==> config.mk <==
export PLATFORM = sky130hd
export DESIGN_NAME = issue_window_scheduler
export DESIGN_NICKNAME = d
export VERILOG_FILES = /design/src/rtl/issue_window_scheduler.sv
export SDC_FILE = /design/constraint.sdc
export NUM_CORES = 2
export LEC_CHECK = 0
export CORE_AREA = 2 2 571 573
export CTS_CLUSTER_SIZE = 14
export DETAILED_ROUTE_END_ITERATION = 8
export DIE_AREA = 0 0 573 575
export PLACE_DENSITY = 0.42
export SETUP_SLACK_MARGIN = 0.2
export SLEW_MARGIN = 20
export SYNTH_ARGS = -nofsm -noshare
export SYNTH_HDL_FRONTEND = slang
export SYNTH_SLANG_ARGS = --single-unit
export TNS_END_PERCENT = 30
==> constraint.sdc <==
create_clock -name clk -period 35.7 [get_ports clk]
set_input_delay 5.355 -clock clk [delete_from_list [all_inputs] [get_ports clk]]
set_output_delay 5.355 -clock clk [all_outputs]
set_load 0.005 [all_outputs]
==> src/rtl/issue_window_scheduler.sv <==
// rtl/issue_window_scheduler.sv - 16-slot issue window dispatching to LSU, CSR and ALU ports
module issue_window_scheduler (
    input  logic          clk,
    input  logic          rst,
    input  logic          i_DriveFromDecode_1,
    output logic          o_FreeToDecode_1,
    input  logic [1167:0] i_Bundle_1168,
    input  logic [15:0]   i_ValidMask_16,
    input  logic          i_HasBranch_1,
    input  logic [3:0]    i_FirstBranchIndex_4,
    input  logic          i_Flush_1,
    output logic          o_DriveToLsu_1,
    input  logic          i_FreeFromLsu_1,
    output logic [72:0]   o_InstToLsu_73,
    output logic [3:0]    o_SlotToLsu_4,
    output logic          o_DriveToCsr_1,
    input  logic          i_FreeFromCsr_1,
    output logic [72:0]   o_InstToCsr_73,
    output logic [3:0]    o_SlotToCsr_4,
    output logic          o_DriveToAlu_1,
    input  logic          i_FreeFromAlu_1,
    output logic [72:0]   o_InstToAlu_73,
    output logic [3:0]    o_SlotToAlu_4,
    output logic [15:0]   o_Pending_16
);

    localparam int SLOTS  = 16;
    localparam int INST_W = 73;

    typedef enum logic {IDLE, ISSUE} stateT;

    stateT              state;
    stateT              stateNext;
    logic [15:0]        pending;
    logic [15:0]        pendingNext;
    logic [15:0]        isLsu;
    logic [15:0]        isCsr;
    logic [INST_W-1:0]  entries [SLOTS];

    logic [15:0]        capLsu;
    logic [15:0]        capCsr;
    logic [15:0]        keep;
    logic [15:0]        capPending;
    logic               capture;

    logic [4:0]         barrier;
    logic [15:0]        belowBarrier;
    logic [4:0]         lsuIdx;
    logic [4:0]         aluIdx;
    logic               csrReady;
    logic               inIssue;
    logic               lsuXfer;
    logic               csrXfer;
    logic               aluXfer;
    logic [15:0]        issued;
    logic [15:0]        remaining;

    // Lowest set bit index; 16 when the vector is empty
    function automatic logic [4:0] lowestSet(input logic [15:0] v);
        lowestSet = 5'd16;
        for (int k = SLOTS - 1; k >= 0; k--) begin
            if (v[k]) lowestSet = 5'(k);
        end
    endfunction

    // Decode incoming bundle: opcode class per slot and branch trimming
    always_comb begin
        capLsu = '0;
        capCsr = '0;
        keep   = '0;
        for (int k = 0; k < SLOTS; k++) begin
            capLsu[k] = (i_Bundle_1168[INST_W*k +: 7] == 7'b0000011) ||
                        (i_Bundle_1168[INST_W*k +: 7] == 7'b0100011) ||
                        (i_Bundle_1168[INST_W*k +: 7] == 7'b0101111);
            capCsr[k] = (i_Bundle_1168[INST_W*k +: 7] == 7'b1110011);
            keep[k]   = !i_HasBranch_1 || (4'(k) <= i_FirstBranchIndex_4);
        end
        capPending = i_ValidMask_16 & keep;
    end

    // Candidate selection: CSR slots split the window; nothing younger than a CSR issues before it
    always_comb begin
        barrier      = lowestSet(pending & isCsr);
        belowBarrier = '0;
        for (int k = 0; k < SLOTS; k++) begin
            belowBarrier[k] = (5'(k) < barrier);
        end
        lsuIdx   = lowestSet(pending & isLsu & belowBarrier);
        aluIdx   = lowestSet(pending & ~isLsu & ~isCsr & belowBarrier);
        csrReady = !barrier[4] && ((pending & belowBarrier) == 16'd0);
    end

    // Port outputs are pure muxes of registered state
    always_comb begin
        inIssue          = (state == ISSUE);
        o_FreeToDecode_1 = (state == IDLE) && !i_Flush_1 && !rst;
        o_Pending_16     = pending;
        o_DriveToLsu_1   = inIssue && !lsuIdx[4];
        o_SlotToLsu_4    = lsuIdx[3:0];
        o_InstToLsu_73   = entries[lsuIdx[3:0]];
        o_DriveToAlu_1   = inIssue && !aluIdx[4];
        o_SlotToAlu_4    = aluIdx[3:0];
        o_InstToAlu_73   = entries[aluIdx[3:0]];
        o_DriveToCsr_1   = inIssue && csrReady;
        o_SlotToCsr_4    = barrier[3:0];
        o_InstToCsr_73   = entries[barrier[3:0]];
    end

    // Transfers, next pending set and next state
    always_comb begin
        capture   = (state == IDLE) && i_DriveFromDecode_1 && o_FreeToDecode_1;
        lsuXfer   = o_DriveToLsu_1 && i_FreeFromLsu_1;
        csrXfer   = o_DriveToCsr_1 && i_FreeFromCsr_1;
        aluXfer   = o_DriveToAlu_1 && i_FreeFromAlu_1;
        issued    = (16'(lsuXfer) << o_SlotToLsu_4) |
                    (16'(csrXfer) << o_SlotToCsr_4) |
                    (16'(aluXfer) << o_SlotToAlu_4);
        remaining = pending & ~issued;
        stateNext = state;
        if (i_Flush_1) begin
            pendingNext = '0;
            stateNext   = IDLE;
        end else if (capture) begin
            pendingNext = capPending;
            if (capPending != 16'd0) stateNext = ISSUE;
        end else begin
            pendingNext = remaining;
            if (state == ISSUE && remaining == 16'd0) stateNext = IDLE;
        end
    end

    // State register
    always_ff @(posedge clk or posedge rst) begin
        if (rst) state <= IDLE;
        else     state <= stateNext;
    end

    // Pending register
    always_ff @(posedge clk or posedge rst) begin
        if (rst) pending <= '0;
        else     pending <= pendingNext;
    end

    // Entry and class storage; only meaningful where pending is set, so never reset
    always_ff @(posedge clk) begin
        if (capture) begin
            isLsu <= capLsu;
            isCsr <= capCsr;
            for (int k = 0; k < SLOTS; k++) begin
                entries[k] <= i_Bundle_1168[INST_W*k +: INST_W];
            end
        end
    end

endmodule

# Word-level counts from Yosys, hierarchy flattened
# Memory sizes are Yosys's and may differ from the RTL's.
# Index checks and enable logic that the tools add are counted.
[word_totals] regBits=49 latch_bits=0 mem_bits_rw=1168 romBits=0 input_bits=1196 output_inout_bits=251 elab_cells=247 memories=1
[memory_table] memory="entries" depth=16 word_bits=73 read_ports=3 rd_ports_with_merged_regs=0 wr=16 line="38" rtl="logic [INST_W-1:0] entries [SLOTS];"
[classes] add_sub_neg=0 multipliers=0 n_div=0 n_lt_le_gt_ge=32 n_eq_ne=65 n_shift=3 muxes=56 n_bitwise=15 reduce_logical=71
[op_table] cell="$mux 5" n=48
[op_table] cell="$eq 7x6->1 const B" n=32
[op_table] cell="$and 16x16->16" n=9
[op_table] cell="$eq 7x2->1 const B" n=16
[op_table] cell="$eq 7x7->1 const B" n=16
[op_table] cell="$logic_or 1x1->1" n=48
[op_table] cell="$not 16->16" n=3
[op_table] cell="$shl 1x4->16" n=3
[op_table] cell="$lt 4x5->1 const A" n=8
[op_table] cell="$le 4x4->1 const A" n=8
[op_table] cell="$logic_not 16->1" n=2
[op_table] cell="$mux 16" n=2
[op_table] cell="$or 16x16->16" n=2
[op_table] cell="$lt 3x5->1 const A" n=4
[op_table] cell="$le 3x4->1 const A" n=4
[op_table] cell="$reduce_bool 16->1" n=1
[op_table] cell="$logic_and 1x1->1" n=12
[op_table] cell="$lt 1x5->1 const A" n=2
[op_table] cell="$lt 2x5->1 const A" n=2
[op_table] cell="$le 1x4->1 const A" n=2
[op_table] cell="$le 2x4->1 const A" n=2
[op_table] cell="$logic_not 1->1" n=6
[op_table] cell="$mux 1" n=6
[op_table] cell="$ne 3x2->1 const B" n=1
[op_table] cell="3 further kinds" n=3

# Depth between registers and ports, before layout
[logic_depth] ltp_word=48 depth_mapped=19 ltp_nobuf=13

# Least setup slack after synthesis
# Ideal clock, no wire load.
[synth_timing] path_kind="input port to flip-flop" startpoint="input port i_Flush_1" endpoint="register pending[8] (netlist: o_Pending_16[8])" setup_ns=0.221 arrival_ns=32.205 setup_slack_ns=3.274 cell_stages=5 n_path_buf=0 path_cell_list="nor3_1 -> nand2_1 -> inv_1 -> nor2_1 -> a32o_1"
[synth_via] elab_chain_cells=6
[synth_lines] item="from (decl)" line="11" rtl="input logic i_Flush_1,"
[synth_lines] item="$logic_not 1->1" line="96" rtl="o_FreeToDecode_1 = (state == IDLE) && !i_Flush_1 && !rst;"
[synth_lines] item="$logic_and 1x1->1 (2 in a row)" line="96"
[synth_lines] item="$logic_and 1x1->1" line="111" rtl="capture = (state == IDLE) && i_DriveFromDecode_1 && o_FreeToDecode_1;"
[synth_lines] item="via capture" line="44" rtl="logic capture;"
[synth_lines] item="$mux 16" line="123" rtl="end else if (capture) begin"
[synth_lines] item="$mux 16" line="120" rtl="if (i_Flush_1) begin"
[synth_lines] item="via pendingNext[8]" line="35" rtl="logic [15:0] pendingNext;"
[synth_lines] item="to (signal assigned)" line="141" rtl="else pending <= pendingNext;"
[synth_lines] item="to (decl)" line="34" rtl="logic [15:0] pending;"
# The timed path passes the listed nets, and every way through them passes these cells.
# A chain may end at the register's enable or synchronous reset.

# Final worst setup path
[layout_timing] startpoint="register pending[13] (netlist: o_Pending_16[13])" endpoint="output port o_InstToLsu_73[38]"
[layout_via] elab_chain_cells=34
[layout_lines] item="$and 16x16->16" line="83" rtl="barrier = lowestSet(pending & isCsr);"
[layout_lines] item="$mux 5 (14 in a row)" line="62" rtl="if (v[k]) lowestSet = 5'(k);"
[layout_lines] item="$lt 4x5->1" line="86" rtl="belowBarrier[k] = (5'(k) < barrier);"
[layout_lines] item="$and 16x16->16 (*)" line="88" rtl="lsuIdx = lowestSet(pending & isLsu & belowBarrier);"
[layout_lines] item="$mux 5 (15 in a row)" line="62"
[layout_lines] item="$mux 5 (*)" line="62"
[layout_lines] item="$mem_v2 16x73 (*)"
[layout_lines] item="to (decl)" line="14" rtl="output logic [72:0] o_InstToLsu_73,"
# Every way passes the cells marked *; elsewhere a longest branch is shown, timed or not.

==> results.json <==
{
  "outcome": "finished, final reports clean",
  "cp.required_ns": 30.34,
  "grt_usage_pct": 24.9,
  "ctsHoldBuffers": 0,
  "timing.rr.end": "entries[13][26]",
  "drv_slew": 0,
  "yosys.cell_count.top_type": "nand2_1",
  "drive_above_1_share_pct": 4.75,
  "synth_area_leader_cell": "edfxtp_1",
  "avgSynthCellArea_um2": 8.99,
  "antenna_found_initial": 140,
  "ys_seq_area_share_pct": 52.0,
  "drtIter0Drc": 10500,
  "synthArstFlopShare_pct": 1.40,
  "gp_congestion": 0.925,
  "ctsResizeCount": 0,
  "maxCapViolCount": 0,
  "synth.area.mux_share_pct": 4.11,
  "p_leak_nw": 32.8,
  "crit_start": "o_Pending_16[13]",
  "maxSlewHeadroom_pct": 11.3,
  "final_nets": 10100,
  "yosys.area_share.simple_pct": 24.2,
  "synth_xor_area_share_pct": 0,
  "placed_cell_area_um2": 88400,
  "grt_max_degree": 174,
  "worstRegToRegCells": 9,
  "fp-row-count": 209,
  "cellPowerDensity_nw_per_um2": 54.0,
  "synthCells": 7808,
  "hold_class": "flop to flop",
  "synth-compound-area-share_pct": 15.2,
  "ios": 1447,
  "htreeDepth": 4,
  "io_buffers": 1446,
  "synth.net_count": 9004,
  "crit_arrival_ns": 8.51,
  "synth-edff-count": 1200,
  "post_drt_wl_per_cell_um": 32.1,
  "fmax_ghz": 0.0721,
  "r2r_slack_ns": 29.03,
  "rsz0062_at_grt": "false",
  "synth_cell_types": 79,
  "layout.cells.non_filler": 13400,
  "grt_pass1_wl_um": 582000,
  "clock_sinks": 1217,
  "power_w": 0.00508,
  "die_w_um": 573,
  "worstMarginPinSlew_ns": 1.33,
  "overflow": 0,
  "min_period_over_period_pct": 38.8,
  "final_area_um2": 94000,
  "core_um2": 323000,
  "yosys-top-cells-area": "edfxtp_1 51%, nand2_1 13%, nand3_1 5.5%, mux2i_1 4.1%, nor2_1 2.9%",
  "wl_um": 431000,
  "clk_pin_slew_ns": 0.06,
  "finClkSkew_ns": 0.0410,
  "period_needed_ns": 13.86,
  "grt_pass1_vias": 67600,
  "vdd_ir_drop_max_uv": 32.6,
  "startpoint_type": "flop",
  "syn_area_um2": 70200,
  "die_h_um": 575,
  "postCtsSetupBuffers": 0,
  "worstSetupEndpoint": "o_InstToLsu_73[38]",
  "clock_path_buffers": 4,
  "setup_viol": 0,
  "synth_top_cell_area_share_pct": 51.4,
  "cts_tree": "done",
  "cts_root_buffer": "clkbuf_16",
  "yosysWarnings": 0,
  "cp_max_fo": 66,
  "worstSetupPathType": "flop to output pin",
  "syn2layout_area_growth_pct": 34.0,
  "dp.cells": 13000,
  "start_util_pct": 21.7,
  "dpl.hpwl_um": 307000,
  "dieArea_um2": 329000,
  "final_antenna_net_count": 0,
  "cts_buffers": 165,
  "route.vias.total": 72300,
  "hold_viol": 0,
  "drc": 0,
  "yosys.area_share.adder_pct": 0,
  "r2r_start": "inIssue",
  "synth_top_family_by_area": "simple AND/OR/NAND/NOR gates",
  "dr.pass1.iters": 9,
  "clk_latency_ns": 0.83,
  "fin_tns_setup_ns": 0,
  "synth-main-ff-cell": "edfxtp_1",
  "fin_util_pct": 29.1,
  "viasPerCell": 5.39,
  "critPathCaptureType": "output pin",
  "synth_commonest_cells": "2467 x nand2_1, 1200 x edfxtp_1, 766 x nand3_1",
  "ys_ff_latch": 1217
}
## per-layer routing
layer	vias to the layer above	part of all wire, %	GRT usage, %	wire, um
met4	64	4.7	11.7	20400
met3	833	9.3	4.89	40100
met1	35600	41	32.8	175000
met2	5131	45	39.1	195000
li1	30700	-	-	-
met5	-	0.094	0	405
## flip-flops by register name, summed over array words and instances (netlist names)
name          cells
isLsu            16
entries        1168
isCsr            16
inIssue           1
o_Pending_16     16
## logic make-up after synthesis
kind of cell / after synthesis
buf+inv: 686
simple gates: 4054
flops: 1217
compound gates: 1563
mux: 288
## metrics by stage
stage / hold WS (ns) / setup slack [ns]
final: 0.788 / 21.84
after global routing: 0.835 / 21.48
after CTS: 0.771 / 21.83
after detailed placement: 0.760 / 22.80
after global placement: 0.728 / 22.79
after floorplan: 0.671 / 3.27
## area by class of cell
type,count,area [um2]
Multi-Input combinational cell,5905,30700
Tap cell,4325,5410
Clock inverter,106,1100
Inverter,21,146
Sequential cell,1217,36500
Clock buffer,190,4320
Fill cell,33600,229000
Antenna cell,84,210
Timing Repair Buffer,1574,15700
## report_power, final
| part | internal, W | switching, W |
|---|---|---|
| Combinational | 0.000598 | 0.00109 |
| Sequential | 0.00163 | 0.0000508 |
| Clock | 0.00100 | 0.000708 |
| Total | 0.00323 | 0.00185 |
## critical path, stage by stage (launching register included)
cell             delay (ns)
dfrtp_1                0.49
a22o_1                 0.32
a31oi_1                0.36
o21ai_2                0.16
a22oi_2                0.37
inv_8                  0.20
a41oi_1                0.57
o211ai_1               0.23
o21ai_4                0.38
buf_4                  0.66
buf_4                  0.62
buf_4                  0.76
buf_4                  0.73
nand2_1                0.11
nand3_1                0.10
o21ai_0                0.12
o221ai_1               0.45
clkdlybuf4s50_1        0.76
## worst min-delay path by stage
stage,to,from,cells past startpoint
2_1_floorplan,o_Pending_16[3],o_Pending_16[3],2
3_3_place_gp,o_Pending_16[1],o_Pending_16[1],2
3_5_place_dp,o_Pending_16[1],o_Pending_16[1],2
4_1_cts,o_Pending_16[1],o_Pending_16[1],2
5_1_grt,o_Pending_16[1],o_Pending_16[1],2
6_report,o_Pending_16[1],o_Pending_16[1],2
## placed cells by master, fill, tap and decap left out, drive strengths merged, types with 151 or more instances in the layout
| master | n |
|---|---|
| a221oi | 184 |
| o21ai | 399 |
| nand3 | 766 |
| clkbuf | 190 |
| clkdlybuf4s50 | 1446 |
| nand2 | 2468 |
| nor2 | 552 |
| a21oi | 391 |
| mux2i | 288 |
| and3 | 151 |
| edfxtp | 1200 |
Power figures use the tool's default switching activity.
